[config.mk]
export PLATFORM = sky130hd
export DESIGN_NAME = wb_regfile
export DESIGN_NICKNAME = d
export VERILOG_FILES = /design/src/rtl/wb_regfile_pkg.sv /design/src/rtl/wb_stage_reg.sv /design/src/rtl/wb_regfile.sv
export SDC_FILE = /design/constraint.sdc
export NUM_CORES = 2
export LEC_CHECK = 0
export ABC_CLOCK_PERIOD_IN_PS = 8750
export CORE_UTILIZATION = 46
export DETAILED_ROUTE_END_ITERATION = 10
export PLACE_DENSITY = 0.62
export SYNTH_ARGS = -nofsm -noshare
export SYNTH_HDL_FRONTEND = slang
export SYNTH_SLANG_ARGS = --single-unit
[constraint.sdc]
create_clock -name clk -period 8.75 [get_ports clk]
set_input_delay 2.1875 -clock clk [delete_from_list [all_inputs] [get_ports clk]]
set_output_delay 2.1875 -clock clk [all_outputs]
set_load 0.05 [all_outputs]
[src/rtl/wb_regfile_pkg.sv]
// wb_regfile_pkg: shared processor constants (datapath width, register address width, zero register)
// Used by the register file, the ALU and the decoder.
package wb_regfile_pkg;
    localparam int DEF_DATA_W = 32;
    localparam int DEF_ADDR_W = 5;
    localparam int ZERO_REG   = 0;
endpackage

[src/rtl/wb_stage_reg.sv]
// wb_stage_reg: write-back pipeline register holding one pending register write
// Ports: clk, rst_n (async active-low); in_valid/in_addr/in_data captured every edge;
//        wb_valid/wb_addr/wb_data present the staged write to the register file.
module wb_stage_reg
    import wb_regfile_pkg::*;
#(
    parameter int DATA_W = DEF_DATA_W,
    parameter int ADDR_W = DEF_ADDR_W
) (
    input  logic              clk,
    input  logic              rst_n,
    input  logic              in_valid,
    input  logic [ADDR_W-1:0] in_addr,
    input  logic [DATA_W-1:0] in_data,
    output logic              wb_valid,
    output logic [ADDR_W-1:0] wb_addr,
    output logic [DATA_W-1:0] wb_data
);
    always_ff @(posedge clk or negedge rst_n) begin
        if (!rst_n) begin
            wb_valid <= 1'b0;
            wb_addr  <= '0;
            wb_data  <= '0;
        end else begin
            wb_valid <= in_valid;
            wb_addr  <= in_addr;
            wb_data  <= in_data;
        end
    end
endmodule

[src/rtl/wb_regfile.sv]
// wb_regfile: 2-read register file with a staged write-back and bypass of the staged value
// Ports: clk, rst_n (async active-low); inrs/inrt read addresses -> dataout1/dataout2 (combinational);
//        inrd/inaluresult/inrw ALU write request (staged one edge, committed the next);
//        wrcount saturating count of committed writes.
module wb_regfile
    import wb_regfile_pkg::*;
#(
    parameter int DATA_W = DEF_DATA_W,
    parameter int ADDR_W = DEF_ADDR_W
) (
    input  logic              clk,
    input  logic              rst_n,
    input  logic [ADDR_W-1:0] inrs,
    input  logic [ADDR_W-1:0] inrt,
    input  logic [ADDR_W-1:0] inrd,
    input  logic [DATA_W-1:0] inaluresult,
    input  logic              inrw,
    output logic [DATA_W-1:0] dataout1,
    output logic [DATA_W-1:0] dataout2,
    output logic [15:0]       wrcount
);
    localparam int NREG = 2 ** ADDR_W;
    localparam logic [ADDR_W-1:0] ZERO = ADDR_W'(ZERO_REG);

    logic              wb_valid;
    logic [ADDR_W-1:0] wb_addr;
    logic [DATA_W-1:0] wb_data;
    logic [DATA_W-1:0] regs [NREG];
    logic              commit;

    wb_stage_reg #(.DATA_W(DATA_W), .ADDR_W(ADDR_W)) u_stage (
        .clk      (clk),
        .rst_n    (rst_n),
        .in_valid (inrw),
        .in_addr  (inrd),
        .in_data  (inaluresult),
        .wb_valid (wb_valid),
        .wb_addr  (wb_addr),
        .wb_data  (wb_data)
    );

    // A staged write to the zero register is dropped entirely, including from the count.
    assign commit = wb_valid && (wb_addr != ZERO);

    always_ff @(posedge clk or negedge rst_n) begin
        if (!rst_n) begin
            for (int i = 0; i < NREG; i++) regs[i] <= '0;
            wrcount <= '0;
        end else if (commit) begin
            regs[wb_addr] <= wb_data;
            if (wrcount != 16'hFFFF) wrcount <= wrcount + 16'd1;
        end
    end

    // The staged value is not yet in the array, so it is forwarded to any matching reader.
    always_comb begin
        dataout1 = (inrs == ZERO) ? '0 : (commit && inrs == wb_addr) ? wb_data : regs[inrs];
        dataout2 = (inrt == ZERO) ? '0 : (commit && inrt == wb_addr) ? wb_data : regs[inrt];
    end
endmodule

# [Yosys cells after proc, flatten, opt, wreduce, memory -nomap -nowiden]
# Index checks and enable logic that the tools add are counted.
[word_totals] reg_bits=1078 latch_bits=0 mem_bits_rw=0 romBits=0 out_inout_bits=80 memories=0
[op_classes] n_addsub=1 mul=0 div=0 n_lt_le_gt_ge=4 eq_ne=3 shifts=0 n_mux=13 n_bitwise=3 reduce_logical=8
[ops] operator="1024-bit bitwise mux" n=1
[ops] operator="32-bit binary-select mux with 5-bit select" n=2
[ops] operator="32-bit two-way mux" n=9
[ops] operator="32-bit demux with 5-bit select" n=1
[ops] operator="6-bit >= comparator (second input constant)" n=3
[ops] operator="5-bit NOT with 6-bit output" n=3
[ops] operator="16-bit by 1-bit adder with 16-bit output (second input constant)" n=1
[ops] operator="16-bit != test (second input constant)" n=1
[ops] operator="5-bit equality test" n=2
[ops] operator="5-bit logical NOT" n=2
[ops] operator="6-bit by 1-bit less-than comparator with 1-bit output (second input constant)" n=1
[ops] operator="5-bit nonzero test" n=1
[ops] operator="1-bit logical AND" n=4
[ops] operator="2-bit AND reduction" n=1

# [Longest topological paths before layout]
[logic_depth] depth_word=6 depth_mapped=9

# [Modules after synthesis]
# A second synthesis with hierarchy kept.
[unflattened] hier_cells=3780 hier_area_um2=56238.9
[by_module_without_submodules] mod="wb_regfile" n_inst=1 cells_per_inst=3742 area_each_um2=55288.0 seq_area_each_um2=26025.0
[by_module_without_submodules] mod="wb_stage_reg" n_inst=1 cells_per_inst=38 area_each_um2=950.9 seq_area_each_um2=950.9

# [Worst setup path after synthesis]
# OpenSTA, ideal clock, no wires.
[synth_path] path_kind="input-to-output" startpoint="input port inrs[0]" endpoint="output port dataout1[31]" arrival_time_ns=4.558 required_ns=6.562 slack_ns=2.005 cell_stages=9 n_path_buf=4 path_cell_list="buf_6 buf_8 buf_8 buf_8 mux2i_1 a221oi_1 o21ai_0 and3_1 o31ai_1"
[synth_between] elab_chain_len=6
[synth_rtl] element="from (decl)" line="wb_regfile.sv:13" source="input logic [ADDR_W-1:0] inrs,"
[synth_rtl] element="5-bit NOT with 6-bit output (not written as such)" line="wb_regfile.sv:57" source="dataout1 = (inrs == ZERO) ? '0 : (commit && inrs == wb_addr) ? wb_data : regs[inrs];"
[synth_rtl] element="32-bit binary-select mux with 5-bit select" line="wb_regfile.sv:57"
[synth_rtl] element="32-bit two-way mux (not written as such) (2 in a row)" line="wb_regfile.sv:57"
[synth_rtl] element="32-bit two-way mux" line="wb_regfile.sv:57"
[synth_rtl] element="32-bit two-way mux (*)" line="wb_regfile.sv:57"
[synth_rtl] element="to (decl)" line="wb_regfile.sv:18" source="output logic [DATA_W-1:0] dataout1,"
# Mark *: on every way between the ends. The rest lies on a longest branch, timed or not. The select of a mux whose other input is x is not followed.

# [Final worst setup path]
[layout_path] startpoint="input port inrt[2]" endpoint="output port dataout2[21]"
[layout_between] elab_chain_len=6
[layout_rtl] element="from (decl)" line="wb_regfile.sv:14" source="input logic [ADDR_W-1:0] inrt,"
[layout_rtl] element="5-bit NOT with 6-bit output (not written as such)" line="wb_regfile.sv:58" source="dataout2 = (inrt == ZERO) ? '0 : (commit && inrt == wb_addr) ? wb_data : regs[inrt];"
[layout_rtl] element="32-bit binary-select mux with 5-bit select" line="wb_regfile.sv:58"
[layout_rtl] element="32-bit two-way mux (not written as such) (2 in a row)" line="wb_regfile.sv:58"
[layout_rtl] element="32-bit two-way mux" line="wb_regfile.sv:58"
[layout_rtl] element="32-bit two-way mux (*)" line="wb_regfile.sv:58"
[layout_rtl] element="to (decl)" line="wb_regfile.sv:19" source="output logic [DATA_W-1:0] dataout2,"
# Marked as above.

==> impl_results.md <==
* Status: finished, violations left
* Failing checks: design-rule violations
* Total die area at 127000 µm²
* Buffers on Ports at 129
* First-pass GRT wire length at 287000 µm
* CORE AREA at 124000 µm²
* Worst setup SP type: primary input
* Flops & latches, synth at 1078
* Initial DRC count at 4299
* # rows at ~130
* Levels on crit path at 8
* Yosys Warn Count at 0
* Post-synth EDFFs at 0
* Final wirelength at 197000 µm
* Crit-path max cell delay at ~0.8 ns
* Total gr overflow at 0
* Most used cell, CP: buf_12
* Worst path cell trace: buf_6 -> xor2_1 -> nor4_1 -> nand3b_1 -> buf_12 -> a41oi_1 -> buf_4 -> buf_12
* Crit path max-delay cell type: nand3b_1
* LEAKAGE at roughly 28 nW
* Minimum clock period at just under 8 ns
* Die height at between 300 and 400 µm
* CTS Buf Count at 119
* Cell Pwr Density at between 200 and 250 nW/µm²
* Reg2reg start: u_stage.wb_addr[4]
* ANT nets after route at 0
* Fmax at 126 MHz
* Hold Path Cell Cnt at 0
* Clock root cell: clkbuf_16
* Synth-to-Final Area Change at 13.1%
* Wire per inst at approximately 34 µm
* Final RePlAce weighted congestion at 0.872
* Syn_nets at 4171
* Most used DFF post-synth: dfrtp_1
* CP Class: primary input to output port
* Drc violations at 14
* # hold bufs at CTS at 0
* Post-Syn Instances at 4120
* HP Start: regs[1010]
* Worst slew pin tran at 1.27 ns
* Post-Route Setup TNS at 0 ns
* Clock Tree Buf Depth at 3
* WP data arrival at 5.74 ns
* Max-cap viol count at 0
* Sink Count at 1078
* H-tree levels at 3
* Hold EP: regs[1010]
* # fillers at a little over 10000
* Post-Syn Area per Cell at 14.0 µm²
* Initial antenna violation count at 4
* Flop2flop setup slack at 5.51 ns
* Critical R2R Capture: regs[469]
* Crit path max-delay family: buffers and inverters
* Design area at 65300 µm²
* Clock Latency Late Sink at 0.75 ns
* Register area at approximately 27000 µm²
* Worst reg2reg path depth at 3
* Initial Util at 46.5%
* CP startpoint: inrt[2]
* Reg clk slew, reported paths at 0.06 ns
* Async set or reset register ratio after synthesis at 100%
* Fin util at between 50 and 60%
* HPWL after DPL at 118000 µm
* Critical Path RT at 6.56 ns
* Placed inst area at between 60000 and 70000 µm²
* Tcrit/Tclk final at 90.6%
* # Post-CTS Setup Buffers at 0
* Area contributors post-synth: dfrtp_1, mux2_2, mux4_2, mux2i_1, clkbuf_1
* Tightest hold margin at 0.398 ns
* 1st-pass router iterations at 10
* Rel. slew slack at 15.3%
* Hold Path Class: flop to flop
* Final Hold Vio Count at 0
* Resize count post-CTS at 0
* Total I/O pin count at 130
* Share of the synthesized area in the top cell type at 46.8%
* Total track usage at a little under a third
* TritonCTS clock tree: done
* Largest net degree at the start of global routing at 167
* Die span in x at 356 µm
* Setup violators final at 0
* Clock Skew at 0.0403 ns
* Vias in the first global route at 39600
* Area leader, netlist: dfrtp_1
* Vias per cell at 6.76
* Crit end category: output port
* Worst IR Drop VDD at 0.175 mV
* Post-synthesis sequential area ratio at between 40 and 50%
* Worst-path fanout max at between 50 and 60
* Via count at ~39000
* Multi-input gate area at 28700 µm²
* Synth unique cells at between 60 and 70
* Mapped Area at 57700 µm²
* RSZ-0062 raised after global routing: false
* Nets at 4132
* Number of max-slew violations in the final report at 0
* Worst path bufs/invs at 4
* Share of post-route cells with drive strength above 1 at 45.4%
-- power breakdown --
part,switching [mW],internal (mW)
clock,2.18,3.20
sequential,0.712,5.90
combinational,1.56,1.82
total,4.45,10.9
-- worst max path at each step --
stage	to	slack, ns
after floorplan	dataout1[31]	2.00
after global placement	dataout2[21]	1.01
after detailed placement	dataout2[24]	1.0
after CTS	dataout2[21]	1.00
after global routing	dataout2[21]	0.72
final	dataout2[21]	0.83
-- metal layers --
metal / vias up / track usage [%] / share of wire (%)
li1: 15800 / - / -
met1: 21200 / 44.4 / 43
met2: 1850 / 46.8 / 45
met3: 443 / 6.99 / 8.6
met4: 10 / 11.5 / 4.1
met5: - / 0 / 0.040
-- placed cells by master (no fill, tap or decap), types with 30 or more instances in the layout --
| cell type | netlist | routed |
|---|---|---|
| a21oi_1 | 39 | 39 |
| a221oi_1 | 73 | 73 |
| a22oi_1 | 87 | 87 |
| buf_12 | 2 | 70 |
| buf_4 | 26 | 162 |
| clkbuf_16 | 0 | 121 |
| clkbuf_8 | 0 | 34 |
| clkdlybuf4s50_1 | 0 | 57 |
| dfrtp_1 | 1078 | 1078 |
| mux2_2 | 1070 | 1070 |
| mux2i_1 | 343 | 343 |
| mux4_2 | 326 | 326 |
| nand2_1 | 62 | 47 |
| nand3_1 | 34 | 34 |
| nor2_1 | 78 | 58 |
| nor3_1 | 31 | 30 |
| o21ai_0 | 35 | 35 |
| o22ai_1 | 77 | 77 |
-- state kept, by name (all words and copies together) (netlist names) --
register and cells:
regs 1024, u_stage.wb_data 32, wrcount 16, u_stage.wb_addr 5, u_stage.wb_valid 1
-- synth_stat cells, drive strengths merged, types with 11 or more instances --
master / n
a31oi: 16
nor2: 78
mux4: 330
dfrtp: 1078
nand2b: 13
o221ai: 16
a221oi: 76
nor3: 31
nand2: 62
mux2i: 343
a211o: 13
a41oi: 20
nor3b: 14
nor2b: 16
mux2: 1070
o22ai: 77
xnor2: 18
buf: 230
nand3: 34
a21oi: 39
clkbuf: 225
a22oi: 87
or2: 13
a211oi: 27
nor4: 11
o21ai: 40
a22o: 21
-- through the flow --
step	power, mW	setup slack [ns]	cells
after floorplan	8.85	2.00	4120
after global placement	9.94	1.01	5597
after detailed placement	10.0	0.998	5597
after CTS	15.4	1.00	5821
after global routing	16.0	0.715	5821
final	15.4	0.826	5822
-- cells by family after synthesis --
group / Yosys count / synth area share (%)
xor gates and xnor gates: 25 / 0.380
DFF: 1078 / 46.8
AOI/OAI and AO/OA: 500 / 6.46
muxes: 1743 / 39.8
buffers and inverters: 461 / 3.90
adders and majority gates: 1 / 0.0217
and+or+nand+nor: 312 / 2.71
-- layout make-up --
type	count	area share, %
Antenna cell	1	0.00383
Clock buffer	179	5.48
Clock inverter	45	0.972
Inverter	6	0.0345
Multi-Input combinational cell	2581	44.0
Sequential cell	1078	41.3
Tap cell	1637	3.14
Timing Repair Buffer	295	5.02
-- worst reg2reg max path, cell delays in order, from the launching register on --
cell	delay, ns
dfrtp_1	0.64
nor3b_1	1.02
nand2_4	0.87
mux2_2	0.59
(Power assumes the default switching activity.)
